$ cat src/rtl/prog_loader.sv
// rtl/prog_loader.sv - framed byte-stream loader for instruction RAM with checksum-gated core release
// Frame: MAGIC, LEN_H, LEN_L, 4*LEN little-endian data bytes, CSUM (mod-256 sum of data bytes).
module prog_loader #(
  parameter logic [7:0] MAGIC  = 8'hA5,
  parameter int         ADDR_W = 16
) (
  input  logic              i_clk,
  input  logic              i_rst_n,
  input  logic              i_start,
  input  logic [7:0]        i_in_data,
  input  logic              i_in_valid,
  output logic              o_in_ready,
  output logic              o_mem_we,
  output logic [ADDR_W-1:0] o_mem_addr,
  output logic [31:0]       o_mem_wdata,
  output logic              o_cpu_hold,
  output logic              o_done,
  output logic              o_err
);

  typedef enum logic [2:0] {
    ST_IDLE  = 3'd0,
    ST_LEN_H = 3'd1,
    ST_LEN_L = 3'd2,
    ST_DATA  = 3'd3,
    ST_CSUM  = 3'd4,
    ST_DONE  = 3'd5,
    ST_ERR   = 3'd6
  } state_t;

  state_t              r_state;
  state_t              w_state_nxt;
  logic [15:0]         r_len;
  logic [7:0]          r_sum;
  logic [ADDR_W-1:0]   r_idx;
  logic [1:0]          r_bcnt;
  logic [23:0]         r_asm;
  logic                r_ready;
  logic                r_we;
  logic [ADDR_W-1:0]   r_addr;
  logic [31:0]         r_wdata;
  logic                r_hold;
  logic                r_done;
  logic                r_err;

  logic                w_fire;
  logic                w_last_word;

  assign w_fire      = i_in_valid & r_ready;
  assign w_last_word = (16'(r_idx) == (r_len - 16'd1));

  always_comb begin
    w_state_nxt = r_state;
    case (r_state)
      ST_IDLE:  if (w_fire && (i_in_data == MAGIC)) w_state_nxt = ST_LEN_H;
      ST_LEN_H: if (w_fire) w_state_nxt = ST_LEN_L;
      ST_LEN_L: if (w_fire) w_state_nxt = ({r_len[15:8], i_in_data} == 16'd0) ? ST_CSUM : ST_DATA;
      ST_DATA:  if (w_fire && (r_bcnt == 2'd3) && w_last_word) w_state_nxt = ST_CSUM;
      ST_CSUM:  if (w_fire) w_state_nxt = (i_in_data == r_sum) ? ST_DONE : ST_ERR;
      ST_DONE,
      ST_ERR:   if (i_start) w_state_nxt = ST_IDLE;
      default:  w_state_nxt = ST_IDLE;
    endcase
  end

  // Status outputs are registered from the next state so they change with the state itself.
  always_ff @(posedge i_clk or negedge i_rst_n) begin
    if (!i_rst_n) begin
      r_state <= ST_IDLE;
      r_len   <= '0;
      r_sum   <= '0;
      r_idx   <= '0;
      r_bcnt  <= '0;
      r_asm   <= '0;
      r_ready <= 1'b1;
      r_we    <= 1'b0;
      r_addr  <= '0;
      r_wdata <= '0;
      r_hold  <= 1'b1;
      r_done  <= 1'b0;
      r_err   <= 1'b0;
    end else begin
      r_state <= w_state_nxt;
      r_ready <= (w_state_nxt != ST_DONE) && (w_state_nxt != ST_ERR);
      r_done  <= (w_state_nxt == ST_DONE);
      r_err   <= (w_state_nxt == ST_ERR);
      r_hold  <= (w_state_nxt != ST_DONE);
      r_we    <= 1'b0;
      if (w_fire) begin
        case (r_state)
          ST_LEN_H: r_len[15:8] <= i_in_data;
          ST_LEN_L: begin
            r_len[7:0] <= i_in_data;
            r_sum      <= '0;
            r_idx      <= '0;
            r_bcnt     <= '0;
          end
          ST_DATA: begin
            r_sum  <= r_sum + i_in_data;
            r_bcnt <= r_bcnt + 2'd1;
            r_asm  <= {i_in_data, r_asm[23:8]};
            if (r_bcnt == 2'd3) begin
              r_wdata <= {i_in_data, r_asm};
              r_addr  <= r_idx;
              r_idx   <= r_idx + 1'b1;
              r_we    <= 1'b1;
            end
          end
          default: ;
        endcase
      end
    end
  end

  assign o_in_ready  = r_ready;
  assign o_mem_we    = r_we;
  assign o_mem_addr  = r_addr;
  assign o_mem_wdata = r_wdata;
  assign o_cpu_hold  = r_hold;
  assign o_done      = r_done;
  assign o_err       = r_err;

endmodule

$ cat config.mk
export PLATFORM = sky130hd
export DESIGN_NAME = prog_loader
export DESIGN_NICKNAME = d
export VERILOG_FILES = /design/src/rtl/prog_loader.sv
export SDC_FILE = /design/constraint.sdc
export NUM_CORES = 1
export LEC_CHECK = 0
export BUFFER_PORTS_ARGS = -buffer_cell sky130_fd_sc_hd__buf_2
export CORE_MARGIN = 5
export CORE_UTILIZATION = 33
export CTS_BUF_LIST = sky130_fd_sc_hd__clkbuf_16
export DETAILED_ROUTE_END_ITERATION = 8
export PLACE_DENSITY_LB_ADDON = 0.25
export SYNTH_ARGS = -nofsm -noshare
export SYNTH_HDL_FRONTEND = slang
export SYNTH_SLANG_ARGS = --single-unit
$ cat constraint.sdc
create_clock -name i_clk -period 3.2 [get_ports i_clk]
set_input_delay 0.64 -clock i_clk [delete_from_list [all_inputs] [get_ports i_clk]]
set_output_delay 0.64 -clock i_clk [all_outputs]
set_load 0.02 [all_outputs]
# [After elaboration in Yosys (flattened, before gate mapping)]
# Index checks and enable logic that the tools add are counted.
[op_classes] addsub=4 n_eq_ne=15 n_mux=16 bitwise=1 reduce_logical=14
[ops] operator="$pmux W16 S2" n=1
[ops] operator="$mux W3" n=7
[ops] operator="$pmux W3 S6" n=1
[ops] operator="$add A16 B1 Y16 const B" n=1
[ops] operator="$eq A16 B16 Y1" n=1
[ops] operator="$logic_not A16 Y1" n=1
[ops] operator="$mux W16" n=1
[ops] operator="$pmux W8 S2" n=1
[ops] operator="$sub A16 B1 Y16 const B" n=1
[ops] operator="$eq A3 B3 Y1 const B" n=5
[ops] operator="$add A8 B8 Y8" n=1
[ops] operator="$eq A8 B8 Y1" n=1
[ops] operator="$eq A8 B8 Y1 const B" n=1
[ops] operator="$reduce_and A2 Y1" n=4
[ops] operator="$eq A3 B2 Y1 const B" n=2
[ops] operator="$ne A3 B3 Y1 const B" n=2
[ops] operator="$reduce_and A3 Y1" n=2
[ops] operator="$logic_and A1 B1 Y1" n=4
[ops] operator="$pmux W2 S2" n=1
[ops] operator="$eq A3 B1 Y1 const B" n=1
[ops] operator="$logic_not A3 Y1" n=1
[ops] operator="$mux W1" n=3
[ops] operator="$add A2 B1 Y2 const B" n=1
[ops] operator="$eq A2 B2 Y1 const B" n=1
[ops] operator="other kinds (5)" n=5
[word_totals] regBits=122 input_bits=12

# [Depth between registers and ports, before layout]
# Gate-level depths: netlist of the first run.
[logic_depth] word_depth=7 mapped_depth=8 ltp_nobuf=8

# [Worst setup path after synthesis of the first run]
# OpenSTA, ideal clock, no wires.
[synth_timing] kind="reg2reg" startpoint="register r_len[10]" endpoint="register r_state[1]" setup_ns=0.131 arrival_time_ns=2.132 slack_ns=0.937 path_stages_with_launch=7 path_buffers=0 synth_period_minus_slack_ns=2.263 cell_sequence="dfrtp_1 -> or4_1 -> or3_1 -> or3_1 -> nor4bb_1 -> nor4_1 -> o21ai_1"
[synth_between] elab_chain_len=5 word_cells_on_any_way=8 cone_classes="add/sub: 1; eq/ne: 1; mux: 4; reduce/logical: 2"
[synth_lines] element="start, declared" line="33" rtl="logic [15:0] r_len;"
[synth_lines] element="start signal, assigned" line="91" rtl="ST_LEN_H: r_len[15:8] <= i_in_data;"
[synth_lines] element="$sub A16 B1 Y16" line="50" rtl="assign w_last_word = (16'(r_idx) == (r_len - 16'd1));"
[synth_lines] element="$eq A16 B16 Y1" line="50"
[synth_lines] element="$logic_and A1 B1 Y1" line="58" rtl="ST_DATA: if (w_fire && (r_bcnt == 2'd3) && w_last_word) w_state_nxt = ST_CSUM;"
[synth_lines] element="$mux W3" line="58"
[synth_lines] element="$pmux W3 S6 (*)" line="54" rtl="case (r_state)"
[synth_lines] element="named net w_state_nxt[1]" line="32" rtl="state_t w_state_nxt;"
[synth_lines] element="end signal, assigned" line="83" rtl="r_state <= w_state_nxt;"
[synth_lines] element="end, declared" line="31" rtl="state_t r_state;"
# The timed path passes the listed nets; every way through them passes the cells marked *.
# A chain may end at the register's enable or synchronous reset.

# [Worst setup path in the final report of the first run]
# Same ends and word-level chain as after synthesis.

==> flow_summary.json, run 1 <==
{
  "drv_slew": 0,
  "die_h_um": 141,
  "holdBufCountCts": 0,
  "crit_buf_inv": 0,
  "setup_viol": 0,
  "drtAntennaViolNets": 0,
  "min_path_type": "in2async",
  "cts-buffers-inserted": 17,
  "wl_per_cell_um": 16.2,
  "power_leakage_uw": 0.00312,
  "die_w_um": 141,
  "insertedDiodeCount": 0,
  "setup_tns_ns": 0,
  "critical_path.max_stage_delay_ns": 0.57,
  "ys_ff_latch": 122,
  "fin_ws_ns": 0.768,
  "groute.usage.overall": 0.133,
  "drc": 0,
  "cts_resized": 0,
  "fp-row-count": 48,
  "dpl_cell_area_um2": 6280,
  "cts_num_sinks": 122,
  "power.internal_uw": 4300,
  "path_cells": "or4_1, or3_1, or3_1, nor4bb_1, nor4_1, o21ai_1",
  "top_level_ports": 65,
  "r2r-start": "r_len[10]",
  "cts_max_level": 4,
  "place.gp.congestion": 0.834,
  "via_per_inst": 4.97,
  "cts_tree": "yes",
  "start_util": 0.332,
  "fin_skew_ns": 0.00762,
  "tightest_slew_ns": 0.879,
  "crit_fanout": 6,
  "grt_max_degree": 67,
  "stdcell_area_um2": 6880,
  "p_sw_uw": 2230,
  "layout_common_cells": "120 x dfrtp_1, 87 x mux2_2, 63 x buf_2",
  "vdd_drop_max_uv": 433,
  "arrival_ns": 2.72,
  "synthFlopType": "dfrtp_1",
  "clk_pin_slew_ns": 0.06,
  "maxCapViolations": 0,
  "grt_pass1_vias": 3947,
  "place_hpwl_um": 8670,
  "start_kind": "flip-flop",
  "fin_crit_sh": 0.760,
  "synth_area_um2": 5680,
  "crit_path_end_kind": "flip-flop",
  "rsz0062_at_grt": "no",
  "hold_viol": 0,
  "post-place-ws_ns": 0.717,
  "worstSetupPathType": "reg2reg",
  "critPathTopFamily": "simple AND/OR/NAND/NOR gates",
  "dieArea_um2": 19900,
  "period_needed_ns": 2.43,
  "fmax_mhz": 411,
  "seq_area_frac_synth": 0.538,
  "firstDrtPassIters": 4,
  "overflow": 0,
  "syn-num-nets": 483,
  "grt_antenna_before_repair": 0,
  "pwr-share-seq": 0.391,
  "ys_types": 53,
  "vias": 3799,
  "cp.required_ns": 3.49,
  "detail_route.wirelength_um": 12400,
  "worst_skew_pair.late_latency_ns": 0.42,
  "crit_slowest_cell": "or4_1",
  "grt_pass1_wl_um": 21000,
  "syn_area_per_cell_um2": 12.3,
  "nNetsFinal": 550,
  "drt_iter0_markers": 162,
  "async_flop_share": 1.00,
  "final_common_cell": "dfrtp_1",
  "drive_gt1_frac": 0.374,
  "coreArea_um2": 17100,
  "area_growth_syn_to_layout_pct": 21.1,
  "hold_slack_ns": 0.344,
  "p_comb_frac": 0.311,
  "synth_warnings": 0,
  "total_power_uw": 6530,
  "clkPwrFrac": 0.298,
  "synth_edf_count": 0,
  "slew_headroom": 0.414,
  "pwr_density_cell_nw_per_um2": 950,
  "crit_start": "r_len[10]",
  "cts_setup_buffers": 0,
  "p_sw_frac": 0.342,
  "port_buffers": 64,
  "max-clock-path-buffers": 2,
  "postSynthCellCount": 460,
  "root_buffer": "clkbuf_16",
  "status": "finished, final reports clean",
  "crit_top_cell": "or3_1"
}
-- flip-flops by register name, summed over array words and instances (netlist names) --
signal and flops:
o_cpu_hold 1, o_done 1, o_err 1, o_in_ready 1
o_mem_addr 16, o_mem_wdata 32, o_mem_we 1, r_asm 24
r_bcnt 2, r_idx 16, r_len 16, r_state 3
r_sum 8
-- worst register-to-register path, stage by stage, from the launching register on --
cell      delay (ns)
dfrtp_1         0.42
or4_1           0.57
or3_1           0.40
or3_1           0.40
nor4bb_1        0.15
nor4_1          0.27
o21ai_1         0.10
-- area by class of cell --
type	count	area (µm²)
Multi-Input combinational cell	309	2520
Sequential cell	122	3060
Clock inverter	15	175
Fill cell	1649	10200
Clock buffer	17	425
Timing Repair Buffer	70	393
Inverter	7	26.3
Tap cell	225	282
-- Yosys cell counts (6+ instances only) --
cell / n / area share
o21ai_0: 13 / 0.011
nand3_1: 7 / 0.0062
or3_1: 7 / 0.0077
clkbuf_1: 14 / 0.0093
buf_1: 7 / 0.0046
nand4_1: 6 / 0.0066
nor2_1: 31 / 0.020
a22o_1: 8 / 0.012
nor4_1: 7 / 0.0077
xnor2_1: 25 / 0.039
dfrtp_1: 120 / 0.53
xor2_1: 13 / 0.020
ha_1: 10 / 0.022
nor3_1: 11 / 0.0097
and3_1: 7 / 0.0077
a21oi_1: 10 / 0.0088
mux2_2: 87 / 0.17
inv_1: 7 / 0.0046
nand2_1: 18 / 0.012
-- per-layer routing --
| layer | GRT usage | share of wire |
|---|---|---|
| met1 | 0.171 | 0.45 |
| met2 | 0.208 | 0.48 |
| met4 | 0.0505 | 0.016 |
| met5 | 0 | 0 |
| met3 | 0.0451 | 0.050 |
-- metrics by stage --
step           cells   util
2_1_floorplan    460      -
3_3_place_gp     733  0.367
3_5_place_dp     733  0.367
4_1_cts          765  0.402
5_1_grt          765  0.402
6_report         765  0.402
-- power groups by stage --
stage / clock network, µW / registers, µW / logic (µW)
floorplan: 0 / 2680 / 1320
global placement: 0 / 2550 / 2010
detailed placement: 0 / 2580 / 2050
CTS: 2000 / 2560 / 2060
global route: 2080 / 2650 / 2230
finish: 1950 / 2560 / 2030
-- path summary, 6_finish.rpt --
kind	cells after the start	to	slack [ns]
min reg2reg	1	o_mem_addr[7]	0.50
max reg2reg	6	r_state[1]	0.77
max	6	r_state[1]	0.77
min	1	o_mem_we	0.34
min in group i_clk	1	o_mem_addr[7]	0.50
max in group asynchronous	2	o_mem_wdata[11]	1.98
-- logic make-up after synthesis --
group | Yosys count | share of synthesized area
simple gates | 120 | 0.119
flops | 122 | 0.538
mux | 87 | 0.173
buf+inv | 29 | 0.0205
compound gates | 53 | 0.0652
fa+ha+maj | 11 | 0.0256
xor+xnor | 38 | 0.0586
No activity file was read; power rests on OpenSTA's default activity.
==> run 2, diff against run 1 <==
clock period = 2.45 ns   (was 3.2 ns; I/O delays follow)
==> flow_summary.json, run 2 (synthesized netlist as in run 1, its figures left out) <==
{
  "status": "finished, final reports clean",
  "vdd_drop_max_uv": 574,
  "drive_gt1_frac": 0.384,
  "nNetsFinal": 561,
  "final_common_cell": "dfrtp_1",
  "dieArea_um2": 19900,
  "die_w_um": 141,
  "area_growth_syn_to_layout_pct": 22.6,
  "clk_pin_slew_ns": 0.05,
  "overflow": 0,
  "maxCapViolations": 0,
  "register_area_um2": 3060,
  "detail_route.wirelength_um": 12500,
  "hold_slack_ns": 0.0528,
  "place_hpwl_um": 8650,
  "worstSetupPathType": "reg2reg",
  "cts-buffers-inserted": 17,
  "place.gp.congestion": 0.867,
  "setup_tns_ns": 0,
  "grt_pass1_wl_um": 21000,
  "grt_max_degree": 55,
  "multi_input_area_um2": 2530,
  "insertedDiodeCount": 0,
  "drc": 0,
  "crit_path_end_kind": "flip-flop",
  "holdBufCountCts": 0,
  "rsz0062_at_grt": "no",
  "arrival_ns": 2.65,
  "vias": 3862,
  "grt_antenna_before_repair": 0,
  "cts_tree": "yes",
  "fp-row-count": 48,
  "firstDrtPassIters": 4,
  "drtAntennaViolNets": 0,
  "cp.required_ns": 2.80,
  "wl_per_cell_um": 16.1,
  "pwr_density_cell_nw_per_um2": 1240,
  "port_buffers": 64,
  "slew_headroom": 0.650,
  "grt_pass1_vias": 3951,
  "drt_iter0_markers": 138,
  "stdcell_area_um2": 6960,
  "cts_setup_buffers": 0,
  "fillCellCount": 1654,
  "setup_viol": 0,
  "power_leakage_uw": 0.00320,
  "top_level_ports": 65,
  "start_util": 0.332,
  "total_power_uw": 8610,
  "hold_viol": 0,
  "layout_common_cells": "120 x dfrtp_1, 87 x mux2_2, 63 x buf_2",
  "ff2ff_setup_slack_ns": 0.15,
  "cts_num_sinks": 122,
  "root_buffer": "clkbuf_16",
  "tightest_slew_ns": 0.525,
  "cts_max_level": 4,
  "max-clock-path-buffers": 2,
  "crit_fanout": 5,
  "worst_skew_pair.late_latency_ns": 0.41,
  "coreArea_um2": 17100,
  "die_h_um": 141,
  "cts_resized": 0,
  "period_needed_ns": 2.30,
  "via_per_inst": 4.99,
  "largest_register_ffs": 32,
  "dpl_cell_area_um2": 6360,
  "fin_crit_sh": 0.939,
  "groute.usage.overall": 0.133,
  "start_kind": "flip-flop",
  "drv_slew": 0,
  "post-route-util": 0.407,
  "min_path_type": "in2async",
  "fin_skew_ns": 0.00618,
  "fmax_mhz": 435
}
[run 2: cell types whose count changed in the layout (fill, tap and decap cells not counted), moves of 2 or more]
cell,before,now
clkinv_2,1,4
inv_6,3,0
clkinvlp_4,5,1
buf_4,5,16
inv_1,8,10
[run 2: per-layer routing]
metal	vias up	part of all wire	GRT usage
met1	1960	0.46	0.168
met3	11	0.051	0.0478
met5	-	0	0
li1	1817	-	-
met2	74	0.48	0.213
met4	0	0.012	0.0423
[run 2: final timing paths]
kind | start | end | depth (start not counted)
min reg2reg | o_mem_addr[0] | o_mem_addr[0] | 1
max in group asynchronous | i_rst_n | o_mem_addr[3] | 2
min | i_rst_n | o_mem_we | 1
min in group i_clk | i_in_data[0] | o_mem_wdata[24] | 2
max reg2reg | r_len[4] | r_state[2] | 6
max | r_len[4] | r_state[2] | 6
[run 2: per-stage QoR]
| step | instances | setup WS [ns] |
|---|---|---|
| floorplan | 460 | 0.187 |
| global placement | 744 | 0.0908 |
| detailed placement | 744 | 0.0624 |
| CTS | 774 | 0.0417 |
| global route | 774 | 0.0114 |
| finish | 774 | 0.149 |
[run 2: worst max-delay path, cell delays in order (launching register included)]
cell and delay (ns):
dfrtp_1 0.44, or4_4 0.53, or4_4 0.54, a2111oi_4 0.21, nor2_2 0.08, nor4_4 0.29
a21o_1 0.16
[run 2: power by group]
group	total (µW)	internal (µW)	switching, µW
combinational	2820	1360	1460
clock	2520	1660	855
sequential	3270	2730	536
total	8610	5760	2850
[run 2: layout make-up]
type | instances | share of cell area
Clock buffer | 17 | 0.0611
Sequential cell | 122 | 0.439
Tap cell | 225 | 0.0405
Clock inverter | 13 | 0.0234
Multi-Input combinational cell | 309 | 0.364
Timing Repair Buffer | 81 | 0.0683
Inverter | 7 | 0.00378
